===== config.mk =====
export PLATFORM = sky130hd
export DESIGN_NAME = tank_level_encoder
export DESIGN_NICKNAME = d
export VERILOG_FILES = /design/src/rtl/irrig_pkg.sv /design/src/rtl/step_timer.sv /design/src/rtl/tank_level_encoder.sv
export SDC_FILE = /design/constraint.sdc
export NUM_CORES = 1
export LEC_CHECK = 0
export BUFFER_PORTS_ARGS = -buffer_cell sky130_fd_sc_hd__buf_2
export CORE_UTILIZATION = 55
export CTS_CLUSTER_DIAMETER = 30
export CTS_CLUSTER_SIZE = 16
export DETAILED_ROUTE_END_ITERATION = 10
export PLACE_DENSITY_LB_ADDON = 0.25
export SYNTH_ARGS = -nofsm -noshare
export SYNTH_HDL_FRONTEND = slang
export SYNTH_SLANG_ARGS = --single-unit

===== constraint.sdc =====
create_clock -name clk -period 3.37 [get_ports clk]
set_clock_uncertainty 0.05 [all_clocks]
set_input_delay 0.337 -clock clk [delete_from_list [all_inputs] [get_ports clk]]
set_output_delay 0.337 -clock clk [all_outputs]
set_load 0.005 [all_outputs]

===== src/rtl/irrig_pkg.sv =====
// Shared definitions for the irrigation tank blocks.
//   LEVEL_W / LEVEL_MAX : width and top value of the tank level
//   *_TH_DEF            : default sensor thresholds (l, m, h)
//   dir_state_t         : flow-direction state (HOLD, FILLING, DRAINING)
//   thermo()            : {h,m,l} thermometer decode of a level
package irrig_pkg;

  localparam int unsigned LEVEL_W   = 4;
  localparam int unsigned LEVEL_MAX = 15;

  localparam int unsigned L_TH_DEF = 4;
  localparam int unsigned M_TH_DEF = 8;
  localparam int unsigned H_TH_DEF = 12;

  typedef enum logic [1:0] {
    HOLD     = 2'd0,
    FILLING  = 2'd1,
    DRAINING = 2'd2
  } dir_state_t;

  // Returns {h,m,l}. Because l_th < m_th < h_th, the result can only be
  // 000, 001, 011 or 111.
  function automatic logic [2:0] thermo(
    input logic [LEVEL_W-1:0] lvl,
    input logic [LEVEL_W-1:0] l_th,
    input logic [LEVEL_W-1:0] m_th,
    input logic [LEVEL_W-1:0] h_th
  );
    thermo = {(lvl >= h_th), (lvl >= m_th), (lvl >= l_th)};
  endfunction

endpackage


===== src/rtl/step_timer.sv =====
// Prescaler that paces level changes.
//   clk   : clock, rising edge
//   rst_n : asynchronous active-low reset
//   run   : count while high; held at 0 while low
//   clear : restart the count from 0 (used on a direction change)
//   tick  : high during the last cycle of each STEP_DIV-cycle period
module step_timer #(
  parameter int unsigned STEP_DIV = 4
) (
  input  logic clk,
  input  logic rst_n,
  input  logic run,
  input  logic clear,
  output logic tick
);

  localparam logic [7:0] LAST = 8'(STEP_DIV - 1);

  logic [7:0] cnt;

  assign tick = run && (cnt == LAST);

  always_ff @(posedge clk or negedge rst_n) begin
    if (!rst_n) begin
      cnt <= '0;
    end else if (clear || !run || tick) begin
      cnt <= '0;
    end else begin
      cnt <= cnt + 8'd1;
    end
  end

endmodule


===== src/rtl/tank_level_encoder.sv =====
// Tank level model with thermometer-coded level sensors.
//   clk      : clock, rising edge
//   rst_n    : asynchronous active-low reset
//   fill_en  : inlet valve open (level rises)
//   drain_en : outlet valve open (level falls)
//   level    : current level 0..15
//   h, m, l  : level >= H_TH / M_TH / L_TH
//   full     : level == 15
//   empty    : level == 0
//   step     : one-cycle pulse on the edge where level changed
// All outputs are registered and decoded from the next level so they move
// together on the same edge.
module tank_level_encoder
  import irrig_pkg::*;
#(
  parameter int unsigned STEP_DIV = 4,
  parameter int unsigned L_TH     = L_TH_DEF,
  parameter int unsigned M_TH     = M_TH_DEF,
  parameter int unsigned H_TH     = H_TH_DEF
) (
  input  logic               clk,
  input  logic               rst_n,
  input  logic               fill_en,
  input  logic               drain_en,
  output logic [LEVEL_W-1:0] level,
  output logic               h,
  output logic               m,
  output logic               l,
  output logic               full,
  output logic               empty,
  output logic               step
);

  localparam logic [LEVEL_W-1:0] L_TH_V = LEVEL_W'(L_TH);
  localparam logic [LEVEL_W-1:0] M_TH_V = LEVEL_W'(M_TH);
  localparam logic [LEVEL_W-1:0] H_TH_V = LEVEL_W'(H_TH);
  localparam logic [LEVEL_W-1:0] TOP    = LEVEL_W'(LEVEL_MAX);

  dir_state_t         state, state_next;
  logic               run, clear, tick;
  logic [LEVEL_W-1:0] level_next;
  logic               step_next;
  logic [2:0]         sens_next;

  // Direction state register
  always_ff @(posedge clk or negedge rst_n) begin
    if (!rst_n) begin
      state <= HOLD;
    end else begin
      state <= state_next;
    end
  end

  // Both valves open means no net flow, so that case falls to HOLD.
  always_comb begin
    state_next = HOLD;
    if (fill_en && !drain_en) begin
      state_next = FILLING;
    end else if (drain_en && !fill_en) begin
      state_next = DRAINING;
    end
  end

  assign run   = (state != HOLD);
  // Restarting on every change makes the first step after a direction
  // change land exactly STEP_DIV cycles after the new state is entered.
  assign clear = (state_next != state);

  step_timer #(
    .STEP_DIV (STEP_DIV)
  ) u_step_timer (
    .clk   (clk),
    .rst_n (rst_n),
    .run   (run),
    .clear (clear),
    .tick  (tick)
  );

  // Level update; saturates at both ends without touching the prescaler.
  always_comb begin
    level_next = level;
    step_next  = 1'b0;
    if (tick) begin
      if (state == FILLING && level != TOP) begin
        level_next = level + 1'b1;
        step_next  = 1'b1;
      end else if (state == DRAINING && level != '0) begin
        level_next = level - 1'b1;
        step_next  = 1'b1;
      end
    end
  end

  assign sens_next = thermo(level_next, L_TH_V, M_TH_V, H_TH_V);

  always_ff @(posedge clk or negedge rst_n) begin
    if (!rst_n) begin
      level <= '0;
      h     <= 1'b0;
      m     <= 1'b0;
      l     <= 1'b0;
      full  <= 1'b0;
      empty <= 1'b1;
      step  <= 1'b0;
    end else begin
      level <= level_next;
      h     <= sens_next[2];
      m     <= sens_next[1];
      l     <= sens_next[0];
      full  <= (level_next == TOP);
      empty <= (level_next == '0);
      step  <= step_next;
    end
  end

endmodule


==> key figures <==
Run status
  – Status: finished clean

Logic synthesis
  – Synth top area cells: dfrtp_1 46%, nor2_1 4.0%, ha_1 3.6%
  – Async S/R FF share, synth: 1.00
  – Syn avg cell area: about 10 um^2
  – Post-Syn Area: 1040 um^2
  – Synth cell types: 40
  – Sequential-to-total area share from yosys stat: 0.483
  – Main synth FF type: dfrtp_1
  – Mapped Cells: 102
  – Seq cells post-synth: 20
  – Yosys warns: 0
  – Post-synthesis net count: 109
  – Share of the synthesized area in the top cell type: 0.457
  – Synth area leader: dfrtp_1
  – Post-synth EDFFs: 0

Clocking
  – Num CTS Buffers: 3
  – CTS resizes: 0
  – Htree depth: 1
  – Reg clk slew, reported paths: 120 ps
  – Clock Tree Root: clkbuf_4
  – Clock Latency Late Sink: 300 ps
  – CTS tree: done
  – Clk buf depth: 2
  – Clk sink count: 20

Layout
  – Register area: ~500 um^2
  – Util after Layout: 0.680
  – Share of post-route cells with drive strength above 1: 0.214
  – P&R area growth vs syn: 14.1%
  – Fin nets: 125
  – Commonest non-fill, non-tap cell in the layout: dfrtp_1
  – Filler cells: roughly 140
  – Multi-input gate area: around 500 um^2
  – N_diodes: 0
  – Most frequent cells in the layout: 19 x dfrtp_1, 13 x buf_2, 11 x nor2_1

Placement
  – Buffers added on ports: 13
  – Gpl congestion: 0.927
  – HPWL Detailed: about 1.4 mm
  – Setup WS pre-CTS: 911 ps

Worst setup path
  – CP max FO: 5
  – Worst path arrival time: 2700 ps
  – CP Capture Type: register
  – CP max stage cell: or4b_4
  – Critical Path RT: 3550 ps
  – Crit Path Class: register to register
  – Crit-path max cell delay: between 400 and 500 ps
  – Critical-path cell list: ha_1 > or4b_4 > or3_1 > o41ai_2 > o31a_2 > inv_2 > a211oi_2
  – Crit path launch type: register

Routing
  – DR vias/cell: 5.74
  – 1st-iter DRT viols: 11
  – DR WL/cell: 13.0 um
  – DR vias: ~820
  – WL final: 1.85 mm
  – Antenna Nets Post-Route: 0
  – First drt pass iteration count: 4
  – Residual DRC count: 0

STA
  – Unrepaired setup endpoints after global routing: no
  – Slew HR: 0.566
  – Final Max Slew Viols: 0
  – Setup TNS: 0 ps
  – Final worst setup slack: between 800 and 900 ps
  – Max Clk Rate: 398 MHz
  – Final min period: 2510 ps
  – # setup viols final: 0
  – Final Hold Vio Count: 0
  – Worst slew pin tran: around 650 ps
  – Worst hold margin: between 100 and 150 ps
  – Fin crit share: 0.746

Power
  – Flop pwr share: 0.528
  – VDD IR max: 0.186 mV
  – Psw: ~0.000092 W
  – Pleak: a little under 0.6 nW
  – Clock Power Share: 0.426
  – PwrDens: 390 nW/um^2
  – Switching share of power: 0.199
  – Internal Dissipation: 0.000371 W
  – Comb power frac: 0.046
  – Total power draw: 0.000462 W

GRT
  – Initial antenna violation count: 0
  – Number of global-route vias before repair: 730
  – Largest net degree at the start of global routing: 21
  – First-pass GRT wire length: 3.08 mm
  – Tot GR Track Use: 0.213
  – Final global-route overflow total: 0

Floorplan
  – Core Region: around 1700 um^2
  – Die width: 45.5 um
  – DIE AREA: 2070 um^2
  – Row cnt: 15
  – Starting Density: 0.596
  – I/O Pins: 14
  – DIE HEIGHT: 45.5 um

Worst hold path
  – Worst Hold Class: input pin to register

Job
  – Max Cap Violations: 0
==> stage by stage <==
stage	area, um^2	instances
after CTS	1190	142
after global placement	1120	137
final	1190	142
after floorplan	1040	102
after detailed placement	1120	137
after global routing	1190	142
==> critical path, delay by kind of cell, from the launching register on <==
family          cells  cell delay, ps
simple gates        2             960
flops               1             400
buf+inv             1              50
fa+ha+maj           1             210
compound gates      3             780
==> state kept, by name, indices dropped and copies added, names as in the netlist <==
signal	count
empty	1
full	1
h	1
l	1
level	4
m	1
state	2
step	1
u_step_timer.cnt	8
==> what timing repair did <==
item | 4_1_cts | 5_1_grt
buffers inserted | 0 | 0
endpoints found under the setup margin | 0 | 0
hold endpoints to repair | 19 | 0
hold buffers | 1 | 0
==> cell usage after synthesis (2+ instances only) <==
cell and count:
o21ai_1 2, or4_1 2, nor3b_1 3, or3_1 3, and3_1 2, a2bb2oi_1 2, inv_1 7, ha_1 3
dfrtp_1 19, xor2_1 4, nor2_1 11, xnor2_1 4, clkbuf_1 2, and2_1 3, nand2_1 3, nand3_1 5
nor2b_1 4
==> cell type report <==
type / count / area share
clock buffers: 3 / 0.0190
clock inverters: 1 / 0.0253
inverters: 8 / 0.0253
multi-input cells: 71 / 0.418
flip-flops and latches: 20 / 0.423
well taps: 25 / 0.0264
repair buffers: 14 / 0.0633
==> metal layers <==
| metal | GRT usage | wire (um) |
|---|---|---|
| met1 | 0.259 | 854 |
| met2 | 0.351 | 883 |
| met3 | 0.0476 | 74 |
| met4 | 0.109 | 40 |
| met5 | 0 | 0 |
==> path summary, 6_finish.rpt <==
check	from	end	slack (ps)	cells after the start
hold / removal	fill_en	state[1]$_DFF_PN0_	150	2
min in group asynchronous	rst_n	full$_DFF_PN0_	430	2
setup / recovery	u_step_timer.cnt[0]$_DFF_PN0_	empty$_DFF_PN1_	860	7
max in group asynchronous	rst_n	empty$_DFF_PN1_	2520	2
setup reg to reg	u_step_timer.cnt[0]$_DFF_PN0_	empty$_DFF_PN1_	860	7
hold reg to reg	u_step_timer.cnt[0]$_DFF_PN0_	u_step_timer.cnt[0]$_DFF_PN0_	440	1
==> cell families (layout without fill, tap and decap cells) <==
logic type               Yosys count  after routing  share of synthesized area
AND/OR/NAND/NOR                   43             43                      0.235
flip-flops                        20             20                      0.483
AO/OA/AOI/OAI                     16             16                      0.129
buffers and inverters             11             26                     0.0409
XOR/XNOR                           8              8                     0.0674
adder cells (fa/ha/maj)            3              3                     0.0361
multiplexers                       1              1                    0.00963
==> power by group through the flow <==
stage	Combinational, W	Clock (W)	Sequential [W]
CTS	0.0000219	0.000200	0.000244
floorplan	0.0000115	0	0.000249
global route	0.0000244	0.000210	0.000245
global placement	0.0000201	0	0.000249
finish	0.0000215	0.000197	0.000244
detailed placement	0.0000210	0	0.000249
Power figures use the tool's default switching activity.
